**src/rtl/arb_pkg.sv**
```systemverilog
// Shared types for the arbiter client controller.
// Client state encoding and a small popcount helper.
package arb_pkg;

  localparam int N_CLIENTS = 4;

  typedef enum logic [1:0] {
    IDLE    = 2'd0,
    WAIT    = 2'd1,
    GRANT   = 2'd2,
    RELEASE = 2'd3
  } state_e;

  function automatic logic [2:0] popcnt4(input logic [3:0] v);
    popcnt4 = 3'(v[0]) + 3'(v[1]) + 3'(v[2]) + 3'(v[3]);
  endfunction

endpackage

```
**src/rtl/arb_client_fsm.sv**
```systemverilog
// One client handshake: IDLE/WAIT/GRANT/RELEASE with wait
// counter and sticky starve bit; outputs are registered.
module arb_client_fsm
  import arb_pkg::*;
#(
  parameter int WAIT_MAX = 255,
  parameter int CNT_W    = 8
) (
  input  logic clk,
  input  logic rst_n,
  input  logic req_i,
  input  logic done_i,
  input  logic g_i,
  input  logic multi_i,
  output logic arb_x_o,
  output logic grant_o,
  output logic starve_o,
  output logic idle_o
);

  localparam logic [CNT_W-1:0] CMAX = CNT_W'(WAIT_MAX);

  state_e           state_q, state_d;
  logic [CNT_W-1:0] cnt_q, cnt_d;
  logic             starve_q, starve_d;
  logic             arb_x_q, grant_q;

  always_comb begin
    state_d  = state_q;
    cnt_d    = cnt_q;
    starve_d = starve_q;
    unique case (state_q)
      IDLE: begin
        if (req_i) begin
          state_d = WAIT;
          cnt_d   = '0;
        end
      end
      WAIT: begin
        if (cnt_q != CMAX) cnt_d = cnt_q + CNT_W'(1);
        if (cnt_d == CMAX) starve_d = 1'b1;
        if (g_i && !multi_i) state_d = GRANT;
      end
      GRANT: begin
        if (done_i) state_d = RELEASE;
      end
      RELEASE: begin
        // Wait for the arbiter to drop its grant (RTZ).
        if (!g_i) state_d = IDLE;
      end
      default: state_d = IDLE;
    endcase
  end

  always_ff @(posedge clk) begin
    if (!rst_n) begin
      state_q  <= IDLE;
      cnt_q    <= '0;
      starve_q <= 1'b0;
      arb_x_q  <= 1'b0;
      grant_q  <= 1'b0;
    end else begin
      state_q  <= state_d;
      cnt_q    <= cnt_d;
      starve_q <= starve_d;
      arb_x_q  <= (state_d == WAIT) || (state_d == GRANT);
      grant_q  <= (state_d == GRANT);
    end
  end

  assign arb_x_o  = arb_x_q;
  assign grant_o  = grant_q;
  assign starve_o = starve_q;
  assign idle_o   = (state_q == IDLE);

endmodule

```
**src/rtl/arb_client_ctrl.sv**
```systemverilog
// Client-side controller for a 4-way mutex arbiter: grant
// synchroniser, multi/spurious grant checks and client FSMs.
module arb_client_ctrl
  import arb_pkg::*;
#(
  parameter int SYNC_STAGES = 2,
  parameter int WAIT_MAX    = 255,
  parameter int CNT_W       = 8
) (
  input  logic                 clk,
  input  logic                 rst_n,
  input  logic [N_CLIENTS-1:0] req_in,
  input  logic [N_CLIENTS-1:0] done_in,
  output logic [N_CLIENTS-1:0] grant_out,
  output logic [N_CLIENTS-1:0] arb_x,
  input  logic [N_CLIENTS-1:0] arb_y,
  output logic                 err_multi,
  output logic                 err_spur,
  output logic [N_CLIENTS-1:0] starve
);

  logic [N_CLIENTS-1:0] sync_q [SYNC_STAGES];
  logic [N_CLIENTS-1:0] g;
  logic [N_CLIENTS-1:0] idle;
  logic                 multi;
  logic                 spur;
  logic                 err_multi_q, err_spur_q;

  always_ff @(posedge clk) begin
    if (!rst_n) begin
      for (int k = 0; k < SYNC_STAGES; k++) sync_q[k] <= '0;
    end else begin
      sync_q[0] <= arb_y;
      for (int k = 1; k < SYNC_STAGES; k++) sync_q[k] <= sync_q[k-1];
    end
  end

  assign g     = sync_q[SYNC_STAGES-1];
  assign multi = popcnt4(g) > 3'd1;
  assign spur  = |(g & idle);

  always_ff @(posedge clk) begin
    if (!rst_n) begin
      err_multi_q <= 1'b0;
      err_spur_q  <= 1'b0;
    end else begin
      err_multi_q <= err_multi_q | multi;
      err_spur_q  <= err_spur_q | spur;
    end
  end

  for (genvar i = 0; i < N_CLIENTS; i++) begin : g_client
    arb_client_fsm #(
      .WAIT_MAX(WAIT_MAX),
      .CNT_W   (CNT_W)
    ) u_fsm (
      .clk     (clk),
      .rst_n   (rst_n),
      .req_i   (req_in[i]),
      .done_i  (done_in[i]),
      .g_i     (g[i]),
      .multi_i (multi),
      .arb_x_o (arb_x[i]),
      .grant_o (grant_out[i]),
      .starve_o(starve[i]),
      .idle_o  (idle[i])
    );
  end

  assign err_multi = err_multi_q;
  assign err_spur  = err_spur_q;

endmodule

```
**config.mk**
```make
export PLATFORM = sky130hd
export DESIGN_NAME = arb_client_ctrl
export DESIGN_NICKNAME = d
export VERILOG_FILES = /design/src/rtl/arb_pkg.sv /design/src/rtl/arb_client_fsm.sv /design/src/rtl/arb_client_ctrl.sv
export SDC_FILE = /design/constraint.sdc
export NUM_CORES = 1
export LEC_CHECK = 0
export ABC_CLOCK_PERIOD_IN_PS = 2300
export CAP_MARGIN = 10
export CORE_ASPECT_RATIO = 1.5
export CORE_MARGIN = 1.5
export CORE_UTILIZATION = 58
export DETAILED_ROUTE_END_ITERATION = 10
export GPL_TIMING_DRIVEN = 0
export PLACE_DENSITY = 0.85
export SLEW_MARGIN = 20
export SYNTH_ARGS = -nofsm -noshare
export SYNTH_HDL_FRONTEND = slang
export SYNTH_SLANG_ARGS = --single-unit
```
**constraint.sdc**
```tcl
create_clock -name clk -period 2.3 [get_ports clk]
set_input_delay 0.345 -clock clk [delete_from_list [all_inputs] [get_ports clk]]
set_output_delay 0.345 -clock clk [all_outputs]
set_load 0.02 [all_outputs]
```
# == After elaboration in Yosys (flattened, before gate mapping) ==
# Memory sizes are Yosys's and may differ from the RTL's.
# Cells that the tools add are included.
# word_totals
ff_bits,54
latch_bits,0
ram_bits,8
mem_bits_ro,0
in_bits,14
memories,1
# classes
addsub,7
n_mul,0
n_div,0
magnitude_cmp,1
eq_ne,32
n_shift,0
n_mux,40
bitwise_logic,5
n_reduce_logical,26
# mem_list
memory,words,word_bits,read_ports,rd_clocked_by_memory_dff,write_ports,line,rtl
sync_q,2,4,2,0,2,arb_client_ctrl.sv:22,logic [N_CLIENTS-1:0] sync_q [SYNC_STAGES];
# ops
operator,n
$mux 8,12
$pmux 8 s2,4
$add 8x1->8 const B,4
$eq 8x8->1 const B,4
$mux 2,16
$ne 8x8->1 const B,4
$pmux 2 s4,4
$eq 2x2->1 const B,12
$eq 2x1->1 const B,8
$reduce_and 2->1,8
$logic_not 2->1,4
$mux 4,2
$ne 2x2->1 const B,4
$reduce_bool 2->1,4
$and 4x4->4,1
$logic_and 1x1->1,4
$logic_or 1x1->1,4
$or 1x1->1,4
$reduce_or 4->1,1
$add 2x1->3,1
$add 3x1->3,1
$gt 3x1->1 const B,1
$add 1x1->2,1
$mux 1,2
$logic_not 1->1,1

# == Logic depth before layout (Yosys ltp) ==
# Gate-level depths: netlist of run 1.
# logic_depth
ltp_word,10
ltp_mapped,8
ltp_nobuf,8

# == By module ==
# Synthesis of run 1 repeated with hierarchy kept, for this count alone.
# unflattened
cells_unflattened,413
hier_area_um2,3499.6
# by_module_without_submodules
mod,instances,cells_each,area_each_um2,seq_area_each_um2
arb_client_fsm,4,96,792.0,260.2
arb_client_ctrl,1,29,331.6,200.2

# == Worst setup path before layout of run 1 ==
# No wires, ideal clock.
# synth_path
path_kind,register to register
from,"memory sync_q[1][0], in the netlist sync_q[0][4]"
to,register g_client[1].u_fsm.arb_x_q
setup_time_ns,0.066
t_arrival_ns,1.929
path_slack_ns,0.304
path_stages_with_launch,9
n_path_buf,0
path_cell_list,dfxtp_1 inv_1 fa_1 inv_1 a2111oi_0 a21oi_1 mux2i_1 ha_1 nor2_1
# synth_rtl
element,line,rtl
"start, declared",arb_client_ctrl.sv:22,
"end signal, assigned",arb_client_fsm.sv:66,arb_x_q <= (state_d == WAIT) || (state_d == GRANT);
"end, declared",arb_client_fsm.sv:26,"logic arb_x_q, grant_q;"

==> impl_results.md, run 1 <==
- Synthesized area: 3300 um2
- Drt total wl: 8140 um
- Layout Skew: 6.64 ps
- Root buffer cell: clkbuf_8
- Slew Viols, Final: 0
- Register area share after synthesis: 0.376
- Least-Margin Pin Slew: 831 ps
- Leakage power: about 0.0015 uW
- Fill cells: around 420
- Syn_nets: about 420
- Cell variety after synth: 62
- Gr ovfl total: 0
- Layout Utilization: 0.722
- IO buf count: 27
- Die footprint: 6160 um2
- DRT antenna net count: 0
- Initial DRC count: 180
- WL/cell: 15.8 um
- Syn-to-layout area delta: 20.1%
- Synth warn: 0
- Flops & latches, synth: between 60 and 70
- Hold Crit Class: reg2reg
- Status: finished clean
- Min Tclk post-route: about 2200 ps
- Layout cells sized above 1: 0.139
- Die width: 64.6 um
- H-tree depth: 3
- Antenna cell count: 0
- Slew HR: 0.440
- Synth Instances: 399
- Ys async rst share: 0
- Final non-filler cell total: 515
- Drt first pass iters: 5
- Max clock buf depth: 2
- RD Place Congestion: 0.932
- Largest net degree at the start of global routing: 11
- Via count: about 3100
- # IOs: 28
- Cts hold-fix bufs: 0
- Synth Area per Inst: 8.27 um2
- Antenna violations before repair: 0
- Startpoint Class: flip-flop
- Number of global-route vias before repair: a little under 3000
- Core Rows: 33
- Max Cap Violations: 0
- CTS Sinks: 62
- Via/cell ratio: roughly 6.1
- Placed inst area: 3660 um2
- Dpl hpwl: between 5000 and 6000 um
- Slack of the critical path: 78.9 ps
- Ratio of final minimum period to clock period: 0.966
- Pre-CTS WS: 64.9 ps
- Endpoints failing setup: 0
- Synth Flop Type: dfxtp_1
- Initial cell density of the core: 0.601
- CP required: 2580 ps
- CTS tree: built
- DRC violation count after routing: 0
- Nets@finish: 463
- Post-synth EDFFs: 0
- Global-route wire length before repair: between 10000 and 15000 um
- Total GRT Usage: 0.276
- VDD IR max: 0.000566 V
- Worst-skew pair later-pin latency: 350 ps
- Inst Count DP: 496
- DIE HEIGHT: about 95 um
- Max Fclk: approximately 450 MHz
- Clock-pin slew on the worst setup and hold paths: 60 ps
- Critical Path AT: 2500 ps
- Fin area: ~4000 um2
- Crit path max fanout: 4
- WS Path Type: reg2reg
- TritonCTS Buffers: 9
- Core Area: between 5000 and 6000 um2
- Final Hold Fails: 0
- P per Cell Area: 682 nW/um2
- Crit end category: flip-flop
-- sequential cells by signal, summed over array words and instances (netlist names) --
register,cells
err_multi,1
err_spur,1
g_client.u_fsm.arb_x_o,4
g_client.u_fsm.cnt_q,32
g_client.u_fsm.grant_o,4
g_client.u_fsm.starve_o,4
g_client.u_fsm.state_q,8
sync_q,8
-- cell usage after synthesis, drive strengths merged, types with 2 or more instances --
library cell / n / area [um2]
dfxtp: 62 / 1240
a21oi: 43 / 215
nor2: 35 / 131
nand2: 29 / 111
o21ai: 25 / 125
buf: 22 / 149
and2: 19 / 124
inv: 14 / 52.6
nor3: 14 / 81.3
a31oi: 10 / 62.6
clkbuf: 10 / 37.5
nand3: 10 / 55.1
nand4: 9 / 56.3
ha: 8 / 100
and4: 7 / 65.1
and3: 6 / 37.5
mux2i: 6 / 60.1
a32oi: 5 / 43.8
mux2: 5 / 56.3
nor2b: 5 / 31.3
o31ai: 5 / 42.5
a2111oi: 4 / 35.0
nand2b: 4 / 25.0
nor3b: 4 / 30.0
nand4b: 3 / 26.3
or2: 3 / 18.8
xnor2: 3 / 26.3
a211oi: 2 / 15.0
a221oi: 2 / 17.5
a311oi: 2 / 17.5
nand3b: 2 / 15.0
o211ai: 2 / 15.0
o21bai: 2 / 18.8
o311a: 2 / 20.0
-- worst max-delay path, stage by stage, from the launching register on --
cell       delay (ps)
dfxtp_1           350
inv_2              70
fa_1              590
inv_2             100
a2111oi_2         380
a21oi_1            80
mux2i_1           200
ha_1              260
nor2_1            110
-- where the power goes --
group	leakage (uW)	switching (uW)	internal [uW]	total (uW)
Sequential	0.000505	44.2	1120	1170
Clock	0.000120	427	698	1120
Combinational	0.000833	225	184	409
-- per-layer routing --
metal,vias to the layer above,global-route usage,share of wire
met5,-,0,0
met4,0,0.142,0.028
met3,19,0.0496,0.047
met2,101,0.505,0.52
met1,1488,0.301,0.40
li1,1529,-,-
-- repair_timing --
item	CTS	global route
gates resized for setup	0	11
setup endpoints to repair	0	7
setup buffers	0	3
-- layout make-up --
cell class	instances	area, um2	share of cell area
plain buffers	32	186	0.0470
clock buffers	13	169	0.0426
clock inverters	3	65.1	0.0164
inverters	14	52.6	0.0133
multi-input cells	291	1870	0.471
flip-flops and latches	62	1240	0.313
well taps	70	87.6	0.0221
repair buffers	30	293	0.0739
-- worst paths after layout --
kind              cells past startpoint                        end          from  slack [ps]
setup / recovery                      8  g_client[3].u_fsm.arb_x_o  sync_q[0][7]          80
hold / removal                        1               sync_q[0][4]  sync_q[0][0]         440
hold reg to reg                       1               sync_q[0][4]  sync_q[0][0]         440
setup reg to reg                      8  g_client[3].u_fsm.arb_x_o  sync_q[0][7]          80
-- kinds of logic (layout without fill, tap and decap cells) --
logic type | after synthesis | count (layout) | share of synthesized area
and+or+nand+nor | 152 | 152 | 0.250
xor gates and xnor gates | 4 | 4 | 0.0106
AOI/OAI and AO/OA | 115 | 115 | 0.219
buffers and inverters | 46 | 92 | 0.0724
muxes | 11 | 11 | 0.0353
DFF | 62 | 62 | 0.376
adders and majority gates | 9 | 9 | 0.0364
-- through the flow --
stage | hold slack (ps) | total power (uW) | TNS, ps
6_report | 436 | 2700 | 0
5_1_grt | 447 | 2790 | -74.9
4_1_cts | 442 | 2670 | 0
3_5_place_dp | 424 | 1570 | 0
3_3_place_gp | 419 | 1560 | 0
2_1_floorplan | 412 | 1440 | 0
-- layout by cell type (no fill, tap or decap), drive strengths merged, types with 3 or more instances in the layout --
master and n:
dfxtp 62, a21oi 43, nor2 35, nand2 29, clkdlybuf4s50 27, o21ai 25
buf 25, clkbuf 23, and2 19, nor3 14, inv 14, a31oi 10
nand3 10, nand4 9, ha 8, and4 7, mux2i 6, and3 6
mux2 5, nor2b 5, a32oi 5, o31ai 5, nor3b 4, nand2b 4
a2111oi 4, nand4b 3, xnor2 3, or2 3
Power figures use the tool's default switching activity.
==> inputs of run 2 (changes only) <==
CORE_UTILIZATION = 62   (was 58)
DONT_BUFFER_PORTS = 1   (was unset)
PLACE_DENSITY = 0.84   (was 0.85)
==> impl_results.md, run 2 (synthesized netlist as in run 1, its figures left out) <==
- Status: finished clean
- Hold_ws: 130 ps (-306 ps)
- CP required: 2570 ps (about the same)
- Via count: 3014 (-3.9%)
- Setup TNS: 0 ps (unchanged)
- DRC violation count after routing: 0 (unchanged)
- R2r worst-path depth: 8 (unchanged)
- R2r startpoint: sync_q[0][7]
- Drt first pass iters: 5 (unchanged)
- Die footprint: 5780 um2 (-6.2%)
- Initial cell density of the core: 0.644 (+0.0430)
- Max Fclk: 447 MHz (-0.71%)
- Hold Crit Class: in2reg
- DIE HEIGHT: 92.4 um (-3.2%)
- Layout cells sized above 1: 0.146 (+0.00696)
- Largest net degree at the start of global routing: 11 (unchanged)
- Crit path max fanout: 4 (unchanged)
- Reg with most FFs: g_client.u_fsm.cnt_q
- Pre-CTS WS: 86.0 ps (+21.1 ps)
- Core Rows: 32 (-3.0%)
- Die width: 62.6 um (-3.1%)
- Largest register FFs: 32 (unchanged)
- # IOs: 28 (unchanged)
- Final Hold Fails: 0 (unchanged)
- Nets@finish: 435 (-6.0%)
- RR Endpoint: g_client[3].u_fsm.arb_x_o
- Commonest non-fill, non-tap cell in the layout: dfxtp_1
- Slew HR: 0.474 (+0.0340)
- Max Cap Violations: 0 (unchanged)
- Gr ovfl total: 0 (unchanged)
- VDD IR max: 0.000430 V (-24%)
- Antenna violations before repair: 0 (unchanged)
- Root buffer cell: clkbuf_8
- Dpl hpwl: 5420 um (-2.1%)
- H-tree depth: 3 (unchanged)
- Reg2Reg Setup Slack: 60 ps (-20 ps)
- Footprint of the multi-input gates: 1870 um2 (unchanged)
- Total GRT Usage: 0.279 (+0.00360)
- Clock-pin slew on the worst setup and hold paths: 70 ps (about the same)
- Slew Viols, Final: 0 (unchanged)
- Setup crit start: sync_q[0][7]
- IO buf count: 0 (-100%)
- CTS Sinks: 62 (unchanged)
- Leakage power: 0.00132 uW (-9.5%)
- CP endpoint: g_client[3].u_fsm.arb_x_o
- RD Place Congestion: 0.880 (-5.6%)
- TritonCTS Buffers: 9 (unchanged)
- Least-Margin Pin Slew: 781 ps (-50.4 ps)
- Initial DRC count: 191 (+6.1%)
- WL/cell: 16.0 um (+1.4%)
- Register area: 1240 um2 (unchanged)
- Fill cells: 423 (+0.95%)
- Core Area: 5120 um2 (-6.7%)
- Endpoints failing setup: 0 (unchanged)
- CTS tree: built
- Biggest registers after layout: g_client.u_fsm.cnt_q: 32 flops, g_client.u_fsm.state_q: 8 flops, sync_q: 8 flops
- WS Path Type: reg2reg
- P per Cell Area: 646 nW/um2 (-5.3%)
- Syn-to-layout area delta: 9.55%
- Crit end category: flip-flop
- Startpoint Class: flip-flop
- Placed inst area: 3390 um2 (-7.5%)
- Layout Skew: 7.31 ps (+0.671 ps)
- Ratio of final minimum period to clock period: 0.973 (+0.00689)
- Number of global-route vias before repair: 2814 (-5.1%)
- Global-route wire length before repair: 12900 um (-1.2%)
- Drt total wl: 7770 um (-4.5%)
- Slack of the critical path: 63.1 ps (-15.9 ps)
- Fin area: 3620 um2 (-8.7%)
- Min Tclk post-route: 2240 ps (+15.9 ps)
- DRT antenna net count: 0 (unchanged)
- Most frequent cells in the layout: 62 x dfxtp_1, 42 x a21oi_1, 35 x nor2_1
- Max clock buf depth: 2 (unchanged)
- Antenna cell count: 0 (unchanged)
- Critical Path AT: 2500 ps (about the same)
- Worst-skew pair later-pin latency: 340 ps (about the same)
- Via/cell ratio: 6.21 (+2.0%)
## run 2: cell count changes in the layout (fill, tap and decap cells not counted), sizes merged
cell and change:
clkbuf -1, clkdlybuf4s50 -27, clkinvlp +1, buf -1
bufinv -2, clkinv +2
## run 2: area by class of cell
| class | instances | share of cell area |
|---|---|---|
| Multi-Input combinational cell | 291 | 0.517 |
| Sequential cell | 62 | 0.343 |
| Buffer | 32 | 0.0516 |
| Clock buffer | 12 | 0.0401 |
| Tap cell | 68 | 0.0235 |
| Inverter | 14 | 0.0145 |
| Clock inverter | 4 | 0.00623 |
| Timing Repair Buffer | 2 | 0.00415 |
## run 2: where the power goes
| group | leakage (uW) | total [uW] | switching (uW) | internal (uW) |
|---|---|---|---|---|
| Sequential | 0.000505 | 1170 | 47.9 | 1120 |
| Combinational | 0.000728 | 338 | 207 | 131 |
| Clock | 0.0000861 | 825 | 410 | 415 |
| Total | 0.00132 | 2340 | 665 | 1670 |
## run 2: worst max-delay path, stage by stage (launching register included)
cell       delay [ps]
dfxtp_1           350
inv_2              80
fa_1              580
inv_2             100
a2111oi_4         340
a21oi_1            80
mux2i_1           230
ha_1              270
nor2_1            130
## run 2: worst min-delay path by stage
| stage | start | to | depth (start not counted) |
|---|---|---|---|
| 3_3_place_gp | sync_q[0][3] | sync_q[0][7] | 1 |
| 2_1_floorplan | sync_q[0][0] | sync_q[0][4] | 1 |
| 6_report | arb_y[0] | sync_q[0][0] | 1 |
| 5_1_grt | arb_y[0] | sync_q[0][0] | 1 |
| 4_1_cts | arb_y[3] | sync_q[0][3] | 1 |
| 3_5_place_dp | sync_q[0][3] | sync_q[0][7] | 1 |
## run 2: per-layer routing
layer / vias up / share of wire / track usage / wire length (um)
li1: 1468 / - / - / -
met5: - / 0 / 0 / 0
met4: 0 / 0.025 / 0.128 / 192
met3: 22 / 0.055 / 0.0705 / 424
met2: 107 / 0.53 / 0.501 / 4140
met1: 1417 / 0.39 / 0.307 / 3010
## run 2: through the flow
stage               instances  power [uW]   util
global route              485        2430  0.706
global placement          467        1500  0.661
CTS                       483        2320  0.693
floorplan                 399        1440      -
finish                    485        2340  0.706
detailed placement        467        1510  0.661
## run 2: timing repair
item	CTS	global route
setup buffers	0	2
setup endpoints to repair	0	7
resized for setup	0	12
hold buffers	0	0
==> inputs of run 3 (changes only) <==
ABC_AREA = 1   (was unset)
==> impl_results.md, run 3 <==
- Commonest non-fill, non-tap cell in the layout: nand2_1
- Antenna violations before repair: 0 (unchanged)
- Pint: 1700 uW (+1.8%)
- DRT antenna net count: 0 (unchanged)
- Placed inst area: 3370 um2 (-0.37%)
- Synth area leaders: dfxtp_1 38%, nand2_1 18%, inv_1 6.8%
- Post-synth EDFFs: 0 (unchanged)
- Fin area: 3570 um2 (-1.3%)
- Final Hold Fails: 0 (unchanged)
- Clock power frac: 0.394 (+0.041)
- Core Rows: 32 (unchanged)
- H-tree depth: 3 (unchanged)
- Antenna cell count: 0 (unchanged)
- Synth warn: 0 (unchanged)
- Top cells by count, synth: 155 x nand2_1, 62 x dfxtp_1, 60 x inv_1
- Register area share after synthesis: 0.377 (+0.00143)
- Gr ovfl total: 0 (unchanged)
- Endpoints failing setup: 0 (unchanged)
- Reg with most FFs: g_client.u_fsm.cnt_q
- Syn-to-layout area delta: 8.52%
- Hold Crit Class: in2reg
- Via count: 2979 (-1.2%)
- Routed met2 length: 3660 um (-12%)
- RD Place Congestion: 0.855 (-2.8%)
- RSZ-0062 raised after global routing: false
- Number of global-route vias before repair: 2805 (-0.32%)
- Synthesized area: 3290 um2 (-0.38%)
- DIE HEIGHT: 92.2 um (-0.18%)
- Min Tclk post-route: 2130 ps (-107 ps)
- Synth Instances: 493 (+24%)
- CTS Sinks: 62 (unchanged)
- Slew HR: 0.541 (+0.0674)
- Crit path max fanout: 4 (unchanged)
- Global-route wire length before repair: 11700 um (-9.3%)
- Max Fclk: 470 MHz (+5.0%)
- Worst-skew pair later-pin latency: 340 ps (about the same)
- Dpl hpwl: 5090 um (-6.1%)
- Critical Path AT: 2390 ps (-110 ps)
- Max clock buf depth: 2 (unchanged)
- CP required: 2560 ps (about the same)
- Sequential Power Share: 0.497 (-0.005)
- Largest net degree at the start of global routing: 12 (+1)
- Ratio of final minimum period to clock period: 0.926 (-0.0467)
- Biggest registers after layout: g_client.u_fsm.cnt_q: 32 flops, g_client.u_fsm.state_q: 8 flops, sync_q: 8 flops
- Die footprint: 5760 um2 (-0.37%)
- WL/cell: 11.7 um (-27%)
- Clock-pin slew on the worst setup and hold paths: 70 ps (about the same)
- DRC violation count after routing: 0 (unchanged)
- Layout cells sized above 1: 0.112 (-0.0343)
- WS Path Type: reg2reg
- Least-Margin Pin Slew: 688 ps (-92.8 ps)
- P per Cell Area: 654 nW/um2 (+1.3%)
- Cts hold-fix bufs: 0 (unchanged)
- Count leader, synth: nand2_1
- Share of the synthesized area in the top cell type: 0.377 (+0.00143)
- Synth Flop Type: dfxtp_1
- Core Area: 5120 um2 (unchanged)
- Flops & latches, synth: 62 (unchanged)
- Drt total wl: 6770 um (-13%)
- Slew Viols, Final: 0 (unchanged)
- Uppermost layer routed: met4
- IO buf count: 0 (unchanged)
- Hold_ws: 105 ps (-25.0 ps)
- Status: finished clean
- Comb pwr share: 0.110 (-0.035)
- Max Cap Violations: 0 (unchanged)
- Crit end category: flip-flop
- Synth Area per Inst: 6.67 um2 (-19%)
- Sw frac: 0.272 (-0.0134)
- Root buffer cell: clkbuf_8
- Ys async rst share: 0 (unchanged)
- Setup TNS: 0 ps (unchanged)
- Largest register FFs: 32 (unchanged)
- Die width: 62.5 um (-0.18%)
- Leakage power: 0.00159 uW (+20%)
- Most frequent cells in the layout: 155 x nand2_1, 61 x dfxtp_1, 59 x inv_1
- Post-CTS Setup Bufs: 0 (unchanged)
- # IOs: 28 (unchanged)
- Slack of the critical path: 170 ps (+107 ps)
- Met1 wire length: 2660 um (-11%)
- TritonCTS Buffers: 9 (unchanged)
- Initial cell density of the core: 0.642 (-0.00244)
- Cell variety after synth: 36 (-42%)
- VDD IR max: 0.000461 V (+7.3%)
- Nets@finish: 527 (+21%)
- CTS tree: built
- Startpoint Class: flip-flop
- Area leader, netlist: dfxtp_1
- Syn_nets: 516 (+22%)
- Drt first pass iters: 4 (-1)
- Pre-CTS WS: 143 ps (+57.1 ps)
- Psw: 634 uW (-4.7%)
- Via/cell ratio: 5.16 (-17%)
- Total chip power: 2330 uW (about the same)
- Initial DRC count: 127 (-34%)
- Layout Skew: 5.83 ps (-1.48 ps)
- Routed length on met3: 266 um (-37%)
- Total GRT Usage: 0.256 (-0.0234)
run 3: cell types whose count changed after synthesis, sizes merged, moves of 14 or more:
cell / before / now
and2: 19 / 1
inv: 14 / 66
nand2: 29 / 163
nand3: 10 / 28
nor2: 35 / 62
nor3: 14 / 0
run 3: layout make-up:
| type | instances | area, um2 |
|---|---|---|
| Multi-Input combinational cell | 345 | 1680 |
| Fill cell | 459 | 1560 |
| Sequential cell | 62 | 1240 |
| Inverter | 68 | 255 |
| Clock buffer | 10 | 128 |
| Buffer | 18 | 113 |
| Tap cell | 68 | 85.1 |
| Clock inverter | 6 | 62.6 |
run 3: kinds of logic (layout without fill, tap and decap cells):
group           count (synthesis)  count (layout)  share of synthesized area
buf+inv                        86             102                      0.112
simple gates                  259             259                      0.337
xor+xnor                        7               7                     0.0186
flops                          62              62                      0.377
compound gates                 70              70                      0.118
fa+ha+maj                       9               9                     0.0365
run 3: repair_timing:
action / in CTS / in global routing
resized for setup: 0 / 3
endpoints found under the hold margin: 0 / 0
endpoints found under the setup margin: 0 / 2
run 3: stage by stage:
step                std cells   util
floorplan                 493      -
global placement          561  0.658
detailed placement        561  0.658
CTS                       577  0.695
global route              577  0.696
finish                    577  0.696
run 3: path summary, 6_finish.rpt:
path,start,end,slack (ps),cells after the start
worst min-delay path,arb_y[0],sync_q[0][0],110,2
worst max-delay path,sync_q[0][5],g_client[3].u_fsm.arb_x_o,170,12
worst min register to register,sync_q[0][0],sync_q[0][4],430,2
worst max register to register,sync_q[0][5],g_client[3].u_fsm.arb_x_o,170,12
run 3: layer usage:
metal,up-vias,track usage
met3,15,0.0479
met4,0,0.122
li1,1547,-
met5,-,0
met2,59,0.484
met1,1358,0.267
run 3: worst max-delay path, cell delays in order (launching register included):
cell	delay, ps
dfxtp_1	360
inv_1	90
fa_1	530
inv_1	50
nand2_1	50
nand2_1	110
inv_2	100
nand2_1	80
nand3_1	90
nand2_1	80
a21oi_2	130
ha_1	240
nor2_1	140
run 3: power groups by stage:
stage,registers [uW],logic (uW),clock network [uW]
5_1_grt,1160,288,982
3_5_place_dp,1180,253,0
6_report,1160,256,919
4_1_cts,1160,255,930
2_1_floorplan,1170,200,0
3_3_place_gp,1180,243,0
